## src/rtl/chip8_mem_seq.sv

```systemverilog
// rtl/chip8_mem_seq.sv - CHIP-8 Fx55/Fx65/Fx33 memory sequencer; CHIP8_I_INCREMENT_EN enables I post-increment
module chip8_mem_seq (
  input  logic        clk,
  input  logic        rst,
  input  logic        start,
  input  logic [1:0]  op,
  input  logic [3:0]  x,
  input  logic [11:0] i_addr,
  output logic [3:0]  rf_raddr,
  input  logic [7:0]  rf_rdata,
  output logic        rf_we,
  output logic [3:0]  rf_waddr,
  output logic [7:0]  rf_wdata,
  output logic [11:0] mem_addr,
  output logic        mem_re,
  output logic        mem_we,
  output logic [7:0]  mem_wdata,
  input  logic [7:0]  mem_rdata,
  output logic        i_we,
  output logic [11:0] i_wdata,
  output logic        stall,
  output logic        done,
  output logic        trap
);

  typedef enum logic [2:0] {IDLE, STORE, LOAD, LOAD_TAIL, BCD, FIN} state_t;

  state_t      state, state_next;
  logic [3:0]  k, k_next, x_q;
  logic [11:0] i_q, addr_k;
  logic [7:0]  v_q, rem;
  logic        trap_q;
  logic [1:0]  hund;
  logic [3:0]  tens, ones;
  logic [7:0]  digit;
`ifdef CHIP8_I_INCREMENT_EN
  logic        bcd_q;
`endif

  assign addr_k = i_q + {8'd0, k};
  assign trap   = trap_q;

  // Subtract-compare BCD split of the latched Vx
  always_comb begin
    hund = 2'd0;
    rem  = v_q;
    if (v_q >= 8'd200) begin
      hund = 2'd2;
      rem  = v_q - 8'd200;
    end else if (v_q >= 8'd100) begin
      hund = 2'd1;
      rem  = v_q - 8'd100;
    end
    tens = 4'd0;
    for (int d = 1; d < 10; d++) begin
      if (rem >= 8'(d * 10)) tens = 4'(d);
    end
    ones = 4'(rem - 8'(tens) * 8'd10);
    case (k)
      4'd0:    digit = {6'd0, hund};
      4'd1:    digit = {4'd0, tens};
      default: digit = {4'd0, ones};
    endcase
  end

  always_comb begin
    state_next = state;
    k_next     = k;
    rf_raddr   = 4'd0;
    rf_we      = 1'b0;
    rf_waddr   = 4'd0;
    rf_wdata   = 8'd0;
    mem_addr   = 12'd0;
    mem_re     = 1'b0;
    mem_we     = 1'b0;
    mem_wdata  = 8'd0;
    i_we       = 1'b0;
    i_wdata    = 12'd0;
    stall      = 1'b0;
    done       = 1'b0;
    case (state)
      IDLE: begin
        // rst gates the pass-through paths so outputs read zero during reset
        if (rst) rf_raddr = x;
        stall = start && rst;
        if (start) begin
          k_next = 4'd0;
          case (op)
            2'd0:    state_next = STORE;
            2'd1:    state_next = LOAD;
            2'd2:    state_next = BCD;
            default: state_next = IDLE;
          endcase
        end
      end
      STORE: begin
        stall     = 1'b1;
        rf_raddr  = k;
        mem_we    = 1'b1;
        mem_addr  = addr_k;
        mem_wdata = rf_rdata;
        if (k == x_q) state_next = FIN;
        else          k_next     = k + 4'd1;
      end
      LOAD: begin
        stall    = 1'b1;
        mem_re   = 1'b1;
        mem_addr = addr_k;
        if (k != 4'd0) begin
          rf_we    = 1'b1;
          rf_waddr = k - 4'd1;
          rf_wdata = mem_rdata;
        end
        if (k == x_q) state_next = LOAD_TAIL;
        else          k_next     = k + 4'd1;
      end
      LOAD_TAIL: begin
        stall      = 1'b1;
        rf_we      = 1'b1;
        rf_waddr   = x_q;
        rf_wdata   = mem_rdata;
        state_next = FIN;
      end
      BCD: begin
        stall     = 1'b1;
        mem_we    = 1'b1;
        mem_addr  = addr_k;
        mem_wdata = digit;
        if (k == 4'd2) state_next = FIN;
        else           k_next     = k + 4'd1;
      end
      FIN: begin
        done = 1'b1;
`ifdef CHIP8_I_INCREMENT_EN
        if (!bcd_q) begin
          i_we    = 1'b1;
          i_wdata = i_q + {8'd0, x_q} + 12'd1;
        end
`endif
        state_next = IDLE;
      end
      default: state_next = IDLE;
    endcase
  end

  always_ff @(posedge clk or negedge rst) begin
    if (!rst) begin
      state  <= IDLE;
      k      <= 4'd0;
      x_q    <= 4'd0;
      i_q    <= 12'd0;
      v_q    <= 8'd0;
      trap_q <= 1'b0;
`ifdef CHIP8_I_INCREMENT_EN
      bcd_q  <= 1'b0;
`endif
    end else begin
      state  <= state_next;
      k      <= k_next;
      trap_q <= (state == IDLE) && start && (op == 2'd3);
      if (state == IDLE && start) begin
        x_q <= x;
        i_q <= i_addr;
        v_q <= rf_rdata;
`ifdef CHIP8_I_INCREMENT_EN
        bcd_q <= (op == 2'd2);
`endif
      end
    end
  end

endmodule

```

## config.mk

```make
export PLATFORM = sky130hd
export DESIGN_NAME = chip8_mem_seq
export DESIGN_NICKNAME = d
export VERILOG_FILES = /design/src/rtl/chip8_mem_seq.sv
export SDC_FILE = /design/constraint.sdc
export NUM_CORES = 1
export LEC_CHECK = 0
export BUFFER_PORTS_ARGS = -buffer_cell sky130_fd_sc_hd__buf_2
export CELL_PAD_IN_SITES_DETAIL_PLACEMENT = 0
export CELL_PAD_IN_SITES_GLOBAL_PLACEMENT = 1
export CORE_MARGIN = 2
export CORE_UTILIZATION = 40
export CTS_BUF_LIST = sky130_fd_sc_hd__clkbuf_4 sky130_fd_sc_hd__clkbuf_8
export DETAILED_ROUTE_END_ITERATION = 16
export PLACE_DENSITY_LB_ADDON = 0.15
export SETUP_SLACK_MARGIN = 0.02
export SLEW_MARGIN = 0
export SYNTH_ARGS = -nofsm -noshare
export SYNTH_HDL_FRONTEND = slang
export SYNTH_SLANG_ARGS = --single-unit
```

## constraint.sdc

```tcl
create_clock -name clk -period 7.28 [get_ports clk]
set_clock_uncertainty 0.1 [all_clocks]
set_input_delay 1.092 -clock clk [delete_from_list [all_inputs] [get_ports clk]]
set_output_delay 1.092 -clock clk [all_outputs]
set_load 0.01 [all_outputs]
```

==> out/results.ini, run 1 <==
[floorplan]
io_pins = 92
start_util_pct = 40.6
die_area_um2 = 7930
coreArea_um2 = 7140
die_h_um = 89.1
die_x_um = 89.1
num_rows = 31

[worst_hold_path]
whs_path_depth = 1
min_path_type = reg2reg

[routing]
vias = 2566
ant_nets = 0
drt_iter0_markers = 112
routed_wl_um = 7070
wl_per_cell_um = 14.1
drtPass1Iterations = 4
vias_per_cell = 5.12
drc = 0

[global_route]
antenna_found_initial = 0
grt_pass1_vias = 2299
grt_pass1_wl_um = 11300
track_usage_pct = 18.4
grt_max_degree = 36
gr-total-overflow = 0

[cts]
cts-root-buf = clkbuf_8
clock_path_buffers = 2
cts_buffers = 5
clk_pin_slew_worst_paths_ps = 70
cts_tree = yes
cts_num_sinks = 32
insertion_delay_ps = 280
cts_setup_buffers = 0
ctsHoldBuffers = 0
htreeDepth = 2
post_cts_resize_count = 0

[place]
place_hpwl_um = 5520
globalplace.congestion = 0.834
post-place-ws_ps = 2000
numPortBuffers = 78

[critical_path]
r2r_cells = 6
cp_top_family = simple AND/OR/NAND/NOR gates
cp-end-kind = output port
cpMaxStageDelayCell = xnor2_1
cp_max_fo = 6
arrival_ps = 4410
crit_chain = inv_1 -> ha_1 -> or3b_1 -> a211oi_1 -> mux2i_1 -> xnor2_1 -> mux2_4 -> a21oi_1 -> or2_2 -> ha_1 -> inv_1 -> fa_1 -> xnor2_1 -> nor4_1 -> o31ai_2 -> buf_2
max_stage_delay_ps = 480
crit_buf_inv = 3
path_depth = 16
path_class = reg2out
worst_setup_path_start_kind = register
required_ps = 6090

[timing]
drv_slew = 0
worstMarginPinSlew_ps = 1010
fmax_mhz = 178
rsz0062_at_grt = no
min_period_ps = 5600
slew_headroom_pct = 32.4
hold_viol_final = 0
setup_viol = 0
hold_ws_ps = 419
timing.final.ws_setup_ps = 1680
timing.final.crit_share_pct = 77.0
tns_ps = 0

[outcome]
status = finished clean

[synth]
synth-main-ff-cell = dfrtp_1
syn-cell-area_um2 = 2890
avgSynthCellArea_um2 = 8.66
synthArstFlopShare_pct = 100
ys_seq_area_share_pct = 27.7
synth_edf_count = 0
synthCells = 334
synth.distinct_cells = 61
ys_ff_latch = 32
yosys_warnings = 0

[job]
maxCapViolCount = 0

[power_and_ir_drop]
powerDensity_nw_per_um2 = 563
vdd_ir_drop_max_uv = 189
p_total_w = 0.00190
leakagePower_nw = 1.64

[cells_and_area]
layout.nets = 455
drive_gt1_share_pct = 30.8
utilization_pct = 47.4
synthToLayoutAreaGrowth_pct = 16.9
antenna_cells = 0

## registers in the layout (all words and copies together) (netlist names)
signal	cells
k	4
state	3
i_q	12
trap	1
v_q	8
x_q	4
## cell families after synthesis
kind of cell    synth area share [%]
compound gates                  19.2
xor+xnor                        5.14
fa+ha+maj                       7.83
buf+inv                         7.91
flops                           27.7
mux                             10.1
other cells                    0.130
simple gates                    22.1
## through the flow
| stage | instances | area [µm²] |
|---|---|---|
| finish | 501 | 3380 |
| global route | 501 | 3380 |
| CTS | 501 | 3380 |
| detailed placement | 494 | 3290 |
| global placement | 494 | 3290 |
| floorplan | 346 | 2940 |
## cells in the mapped netlist (4+ instances only)
| master | count | area share, % |
|---|---|---|
| a211oi_1 | 4 | 1.0 |
| a21o_1 | 5 | 1.3 |
| a21oi_1 | 13 | 2.2 |
| a22oi_1 | 5 | 1.3 |
| and2_1 | 11 | 2.4 |
| and3_1 | 7 | 1.5 |
| buf_4 | 13 | 3.4 |
| clkbuf_1 | 15 | 1.9 |
| dfrtp_1 | 32 | 28 |
| ha_1 | 14 | 6.1 |
| inv_1 | 14 | 1.8 |
| mux2_2 | 21 | 8.2 |
| mux2i_1 | 4 | 1.4 |
| nand2_1 | 28 | 3.6 |
| nand2b_1 | 4 | 0.86 |
| nand3_1 | 8 | 1.4 |
| nor2_1 | 23 | 3.0 |
| nor2b_1 | 9 | 1.9 |
| nor3_1 | 8 | 1.4 |
| nor3b_1 | 4 | 1.0 |
| o21ai_0 | 20 | 3.5 |
| xnor2_1 | 10 | 3.0 |
| xor2_1 | 7 | 2.1 |
## area by class of cell
class,instances,area [µm²]
multi-input combinational,270,1910
tap,99,124
fill,755,3750
timing repair buffer,79,398
inverter,14,52.6
sequential,32,801
clock buffer,7,96.3
## where the power goes
group	leakage, nW	switching, W	total, W	internal [W]
registers	0.390	0.000138	0.000399	0.000261
clock network	0.0503	0.0000645	0.000149	0.0000842
logic	1.20	0.000736	0.00136	0.000620
## final timing paths
path,start,endpoint,slack [ps]
setup reg to reg,state[2],k[0],4540
min in group asynchronous,rst,i_q[2],780
hold / removal,i_q[2],i_q[2],420
max in group asynchronous,rst,v_q[2],5790
setup / recovery,v_q[3],mem_wdata[3],1680
hold reg to reg,i_q[2],i_q[2],420
## worst reg2reg max path, cell delays in order (launching register included)
cell      delay, ps
dfrtp_1         660
nor2_1          210
and2_1          300
nand2b_1        220
nor2_1          780
nor2_1           70
mux2_2          290
## layer usage
metal | share of wire [%] | GRT usage [%] | vias to the layer above | wire length (µm)
met5 | 0 | 0 | - | 0
met4 | 0.68 | 5.16 | 0 | 48
met3 | 4.0 | 3.05 | 5 | 284
met2 | 48 | 29.6 | 59 | 3410
met1 | 47 | 25.5 | 1211 | 3330
li1 | - | - | 1291 | -
## cells in the final DEF, fill, tap and decap left out, drive strengths merged, types with 8 or more instances in the layout
cell type	n
nor2	24
and3	8
buf	79
and2	12
xnor2	10
dfrtp	32
o21ai	22
inv	14
nand2	28
ha	14
mux2	22
nand3	8
nor3	8
a21oi	13
conb	13
nor2b	9
(Power assumes the default switching activity.)
==> inputs of run 2 (changes only) <==
- CORE_UTILIZATION: 40 -> 35
- clock period: 7.28 -> 4.7 ns (I/O delays scaled with it)
==> out/results.ini, run 2 (synthesized netlist as in run 1, its figures left out) <==
[outcome]
status = finished clean  ; unchanged

[cells_and_area]
top_register = i_q  ; unchanged
drive_gt1_share_pct = 39.7  ; was 30.8%
layout.nets = 475  ; was 455
largest_register_ffs = 12  ; unchanged
final_cells = 528  ; was 501
fill_cells = 845  ; was 755
final_common_cell = buf_2  ; unchanged
layout_common_cells = 78 x buf_2, 30 x dfrtp_1, 28 x nand2_1  ; was 78 x buf_2, 32 x dfrtp_1, 28 x nand2_1
register_area_um2 = 803  ; was 801 µm²
stdcell_area_um2 = 3680  ; was 3380 µm²
multi_input_area_um2 = 2060  ; was 1910 µm²
synthToLayoutAreaGrowth_pct = 27.3  ; was 16.9%
top_regs = i_q x12, v_q x8  ; unchanged
antenna_cells = 0  ; unchanged

[timing]
setup_viol = 0  ; unchanged
timing.final.crit_share_pct = 99.3
worstMarginPinSlew_ps = 975  ; was 1010 ps
hold_viol_final = 0  ; unchanged
drv_slew = 0  ; unchanged
timing.final.ws_setup_ps = 32.5  ; was 1680 ps
slew_headroom_pct = 34.8  ; was 32.4%
rsz0062_at_grt = yes  ; was no
fmax_mhz = 214
min_period_ps = 4670

[critical_path]
reg2reg_to = k[0]  ; unchanged
r2r_cells = 6  ; unchanged
worst_setup_path_start_kind = register  ; unchanged
required_ps = 3890  ; was 6090 ps
reg2reg_slack_ps = 1960  ; was 4540 ps
crit_buf_inv = 3  ; unchanged
path_class = reg2out  ; unchanged
cp_top_family = compound AO/OA/AOI/OAI gates  ; was simple AND/OR/NAND/NOR gates
cpMaxStageDelayCell = or3b_4  ; was xnor2_1
cp-end-kind = output port  ; unchanged
max_stage_delay_ps = 420  ; was 480 ps
r2r_start = state[2]  ; unchanged
arrival_ps = 3860  ; was 4410 ps
cp_max_fo = 5  ; was 6
crit_chain = inv_2 -> ha_4 -> or3b_4 -> o41ai_4 -> o31a_1 -> nand3_1 -> mux2i_1 -> mux2_4 -> a21oi_2 -> or2_4 -> ha_4 -> inv_2 -> fa_2 -> xnor2_2 -> o31a_1 -> o31ai_2 -> buf_2  ; was inv_1 -> ha_1 -> or3b_1 -> a211oi_1 -> mux2i_1 -> xnor2_1 -> mux2_4 -> a21oi_1 -> or2_2 -> ha_1 -> inv_1 -> fa_1 -> xnor2_1 -> nor4_1 -> o31ai_2 -> buf_2

[routing]
vias_per_cell = 5.04  ; was 5.12
drt_iter0_markers = 60  ; was 112
drc = 0  ; unchanged
wl_per_cell_um = 14.8  ; was 14.1 µm
routed_wl_um = 7790  ; was 7070 µm
ant_nets = 0  ; unchanged
vias = 2663  ; was 2566
drtPass1Iterations = 4  ; unchanged

[floorplan]
start_util_pct = 35.6  ; was 40.6%
io_pins = 92  ; unchanged
num_rows = 33  ; was 31
die_x_um = 94.9  ; was 89.1 µm
die_h_um = 94.9  ; was 89.1 µm
coreArea_um2 = 8130  ; was 7140 µm²
die_area_um2 = 9010  ; was 7930 µm²

[cts]
cts_buffers = 5  ; unchanged
clk_pin_slew_worst_paths_ps = 70  ; about the same
insertion_delay_ps = 280  ; about the same
cts-root-buf = clkbuf_8  ; unchanged
cts_tree = yes  ; unchanged
cts_num_sinks = 32  ; unchanged
htreeDepth = 2  ; unchanged
clock_path_buffers = 2  ; unchanged

[power_and_ir_drop]
pwr-share-comb_pct = 75.0  ; was 71.2%
p_int_w = 0.00178  ; was 0.000966 W
swShare_pct = 47.4  ; was 49.3%
power.switching_w = 0.00161  ; was 0.000939 W
seqPwrFrac_pct = 18.5  ; was 21.0%
vdd_ir_drop_max_uv = 314  ; was 189 µV
clkPwrFrac_pct = 6.5  ; was 7.8%
leakagePower_nw = 1.78  ; was 1.64 nW
powerDensity_nw_per_um2 = 920  ; was 563 nW/µm²

[global_route]
track_usage_pct = 17.5  ; was 18.4%
grt_pass1_wl_um = 12400  ; was 11300 µm
gr-total-overflow = 0  ; unchanged
grt_pass1_vias = 2585  ; was 2299
grt_max_degree = 25  ; was 36
antenna_found_initial = 0  ; unchanged

[place]
place_hpwl_um = 5800  ; was 5520 µm
postPlaceCellArea_um2 = 3350  ; was 3290 µm²
placed_cells = 507  ; was 494
globalplace.congestion = 0.773  ; was 0.834
post-place-ws_ps = 8.55  ; was 2000 ps
numPortBuffers = 78  ; unchanged

[job]
maxCapViolCount = 0  ; unchanged

[worst_hold_path]
min_path_type = in2async  ; was reg2reg

run 2: cell count changes in the layout (fill, tap and decap cells not counted), moves of 3 or more:
cell	delta
buf_4	+17
ha_1	-3
inv_1	-3
inv_2	+3
run 2: metal layers:
metal	vias up	wire length, µm	global-route usage (%)
met5	-	0	0
met4	0	75	4.11
met3	6	237	2.87
met2	54	3730	28.8
met1	1271	3750	23.9
li1	1332	-	-
run 2: worst max path at each step:
stage	start	end	slack [ps]	cells past startpoint
4_1_cts	v_q[2]	mem_wdata[3]	30	17
3_5_place_dp	v_q[2]	mem_wdata[3]	9	16
5_1_grt	v_q[3]	mem_wdata[3]	-160	17
3_3_place_gp	v_q[3]	mem_wdata[3]	110	16
6_report	v_q[3]	mem_wdata[3]	30	17
2_1_floorplan	v_q[3]	mem_wdata[3]	320	15
run 2: layout make-up:
class                   instances  area share, %
inverters                      14           1.43
flip-flops and latches         32           21.8
clock buffers                   6           2.24
well taps                     105           3.57
repair buffers                 98           14.9
clock inverters                 2          0.272
multi-input cells             271           55.8
run 2: worst reg2reg max path, stage by stage (launching register included):
cell and delay, ps:
dfrtp_1 680, nor2_1 220, and2_1 310, nand2b_1 210, nor2_1 740, nor2_1 70
mux2_2 290
run 2: power by group through the flow:
stage	Combinational (W)	Sequential [W]	Clock (W)
detailed placement	0.00216	0.000611	0
global placement	0.00214	0.000610	0
finish	0.00254	0.000626	0.000221
CTS	0.00229	0.000614	0.000230
global route	0.00281	0.000656	0.000242
floorplan	0.00171	0.000503	0
run 2: timing repair:
| item | CTS | global route |
|---|---|---|
| gates cloned | 1 | 0 |
| resized for setup | 10 | 23 |
| hold buffers | 0 | 0 |
| pin swaps | 4 | 15 |
| endpoints found under the setup margin | 2 | 2 |
| buffers inserted | 6 | 6 |
run 2: per-stage QoR:
stage	hold WS, ps	setup TNS [ps]	total power, W	util, %
after floorplan	309	0	0.00221	-
after global placement	401	0	0.00275	41.1
after detailed placement	401	0	0.00277	41.1
after CTS	199	0	0.00314	43.5
after global routing	208	-311	0.00371	45.3
final	195	0	0.00339	45.3
==> inputs of run 3 (changes only) <==
==> constraint.sdc (replaced) <==
create_clock -name clk -period 4.7 [get_ports clk]
set_clock_uncertainty 0.1 [all_clocks]
set_input_delay 1.41 -clock clk [delete_from_list [all_inputs] [get_ports clk]]
set_output_delay 1.41 -clock clk [all_outputs]
set_load 0.01 [all_outputs]
==> out/results.ini, run 3 (synthesized netlist as in run 1, its figures left out) <==
[timing]
setup_viol = 3  ; was 0
rsz0062_at_grt = yes  ; unchanged
min_period_ps = 5340  ; was 4670 ps
fmax_mhz = 187  ; was 214 MHz
timing.final.crit_share_pct = 114  ; was 99.3%
hold_viol_final = 0  ; unchanged
drv_slew = 0  ; unchanged
timing.final.ws_setup_ps = -640  ; was 32.5 ps
slew_headroom_pct = 59.8  ; was 34.8%
worstMarginPinSlew_ps = 597  ; was 975 ps

[place]
place_hpwl_um = 5880  ; was 5800 µm
globalplace.congestion = 0.833  ; was 0.773
placed_cells = 539  ; was 507
post-place-ws_ps = -392  ; was 8.55 ps
numPortBuffers = 78  ; unchanged

[critical_path]
path_class = reg2out  ; unchanged
cp-end-kind = output port  ; unchanged
max_stage_delay_ps = 400  ; was 420 ps
cpMaxStageDelayCell = dfrtp_2  ; was or3b_4
required_ps = 3190  ; was 3890 ps
arrival_ps = 3830  ; was 3860 ps
worst_setup_path_start_kind = register  ; unchanged
cp_max_fo = 4  ; was 5
crit_chain = inv_2 -> buf_4 -> ha_2 -> nor3b_4 -> buf_4 -> a21o_1 -> or3_4 -> and2_4 -> inv_4 -> a31oi_1 -> o211a_1 -> a21oi_2 -> or2_4 -> ha_4 -> inv_2 -> fa_2 -> xnor2_2 -> o31a_1 -> o31ai_2 -> buf_2  ; was inv_2 -> ha_4 -> or3b_4 -> o41ai_4 -> o31a_1 -> nand3_1 -> mux2i_1 -> mux2_4 -> a21oi_2 -> or2_4 -> ha_4 -> inv_2 -> fa_2 -> xnor2_2 -> o31a_1 -> o31ai_2 -> buf_2

[cells_and_area]
layout.nets = 502  ; was 475
register_area_um2 = 803  ; unchanged
multi_input_area_um2 = 2080  ; was 2060 µm²
antenna_cells = 0  ; unchanged
synthToLayoutAreaGrowth_pct = 35.5  ; was 27.3%
layout_common_cells = 78 x buf_2, 47 x buf_4, 30 x dfrtp_1  ; was 78 x buf_2, 30 x dfrtp_1, 28 x nand2_1
final_common_cell = buf_2  ; unchanged
top_regs = i_q x12, v_q x8  ; unchanged
drive_gt1_share_pct = 44.2  ; was 39.7%
largest_register_ffs = 12  ; unchanged
top_register = i_q  ; unchanged
fill_cells = 797  ; was 845
final_cells = 555  ; was 528

[routing]
drc = 0  ; unchanged
ant_nets = 0  ; unchanged
wl_per_cell_um = 14.1  ; was 14.8 µm
vias_per_cell = 5.06  ; was 5.04
routed_wl_um = 7810  ; was 7790 µm
vias = 2808  ; was 2663
drtPass1Iterations = 4  ; unchanged
drt_iter0_markers = 124  ; was 60

[floorplan]
io_pins = 92  ; unchanged
die_x_um = 94.9  ; unchanged
die_h_um = 94.9  ; unchanged
start_util_pct = 35.6  ; unchanged
coreArea_um2 = 8130  ; unchanged
die_area_um2 = 9010  ; unchanged
num_rows = 33  ; unchanged

[power_and_ir_drop]
leakagePower_nw = 1.92  ; was 1.78 nW
powerDensity_nw_per_um2 = 972  ; was 920 nW/µm²
vdd_ir_drop_max_uv = 335  ; was 314 µV

[cts]
clock_path_buffers = 2  ; unchanged
cts_buffers = 5  ; unchanged
cts_tree = yes  ; unchanged
cts-root-buf = clkbuf_8  ; unchanged
ctsHoldBuffers = 0  ; unchanged
htreeDepth = 2  ; unchanged
insertion_delay_ps = 280  ; about the same
cts_num_sinks = 32  ; unchanged
clk_pin_slew_worst_paths_ps = 70  ; about the same

[job]
maxCapViolCount = 0  ; unchanged

[global_route]
track_usage_pct = 17.5  ; about the same
grt_max_degree = 34  ; was 25
grt_pass1_vias = 2589  ; was 2585
antenna_found_initial = 0  ; unchanged
gr-total-overflow = 0  ; unchanged
grt_pass1_wl_um = 12400  ; about the same

[worst_hold_path]
min_path_type = reg2reg  ; was in2async

[outcome]
violations = negative setup slack
status = finished, violations left  ; was finished clean

## run 3: area by class of cell
class,instances,area share (%)
clock buffer,6,1.95
clock inverter,2,0.893
inverter,14,1.40
multi-input combinational,271,53.0
sequential,32,20.5
tap,105,3.35
timing repair buffer,125,18.9
## run 3: critical path, delay by kind of cell (launching register included)
family	cells	cell delay (ps)
compound gates	6	970
buf+inv	6	590
xor+xnor	1	160
fa+ha+maj	3	630
simple gates	4	790
flops	1	400
## run 3: worst paths after layout
| check | from | to | slack [ps] | cells after the start |
|---|---|---|---|---|
| max reg2reg | state[0] | v_q[6] | 2330 | 4 |
| max | v_q[3] | mem_wdata[3] | -640 | 20 |
| min | i_q[0] | i_q[0] | 410 | 1 |
| min reg2reg | i_q[0] | i_q[0] | 410 | 1 |
| min in group asynchronous | rst | state[1] | 1090 | 2 |
| max in group asynchronous | rst | v_q[3] | 3060 | 2 |
## run 3: routing by layer
metal / GRT usage [%] / routed length [µm] / vias up
li1: - / - / 1395
met1: 22.0 / 3360 / 1331
met2: 30.9 / 4020 / 73
met3: 2.87 / 335 / 9
met4: 4.59 / 87 / 0
met5: 0 / 0 / -
## run 3: power breakdown
part           switching (W)  internal [W]  total, W
clock network       0.000105      0.000163  0.000268
registers           0.000181      0.000407  0.000588
logic                0.00142       0.00154   0.00296
total                0.00171       0.00211   0.00381
## run 3: repair_timing
item,CTS,global route
buffers inserted,6,1
endpoints found under the setup margin,3,4
hold endpoints to repair,0,0
resized for setup,19,11
pin swaps,9,6
cloned,1,0
## run 3: stage by stage
stage	instance area, µm²	hold WS (ps)	setup TNS, ps	power, W	util [%]
2_1_floorplan	2970	385	-315	0.00224	-
3_3_place_gp	3610	397	-657	0.00314	44.4
3_5_place_dp	3610	404	-693	0.00315	44.4
4_1_cts	3870	420	-1550	0.00367	47.5
5_1_grt	3920	438	-2080	0.00414	48.2
6_report	3920	414	-1470	0.00381	48.2
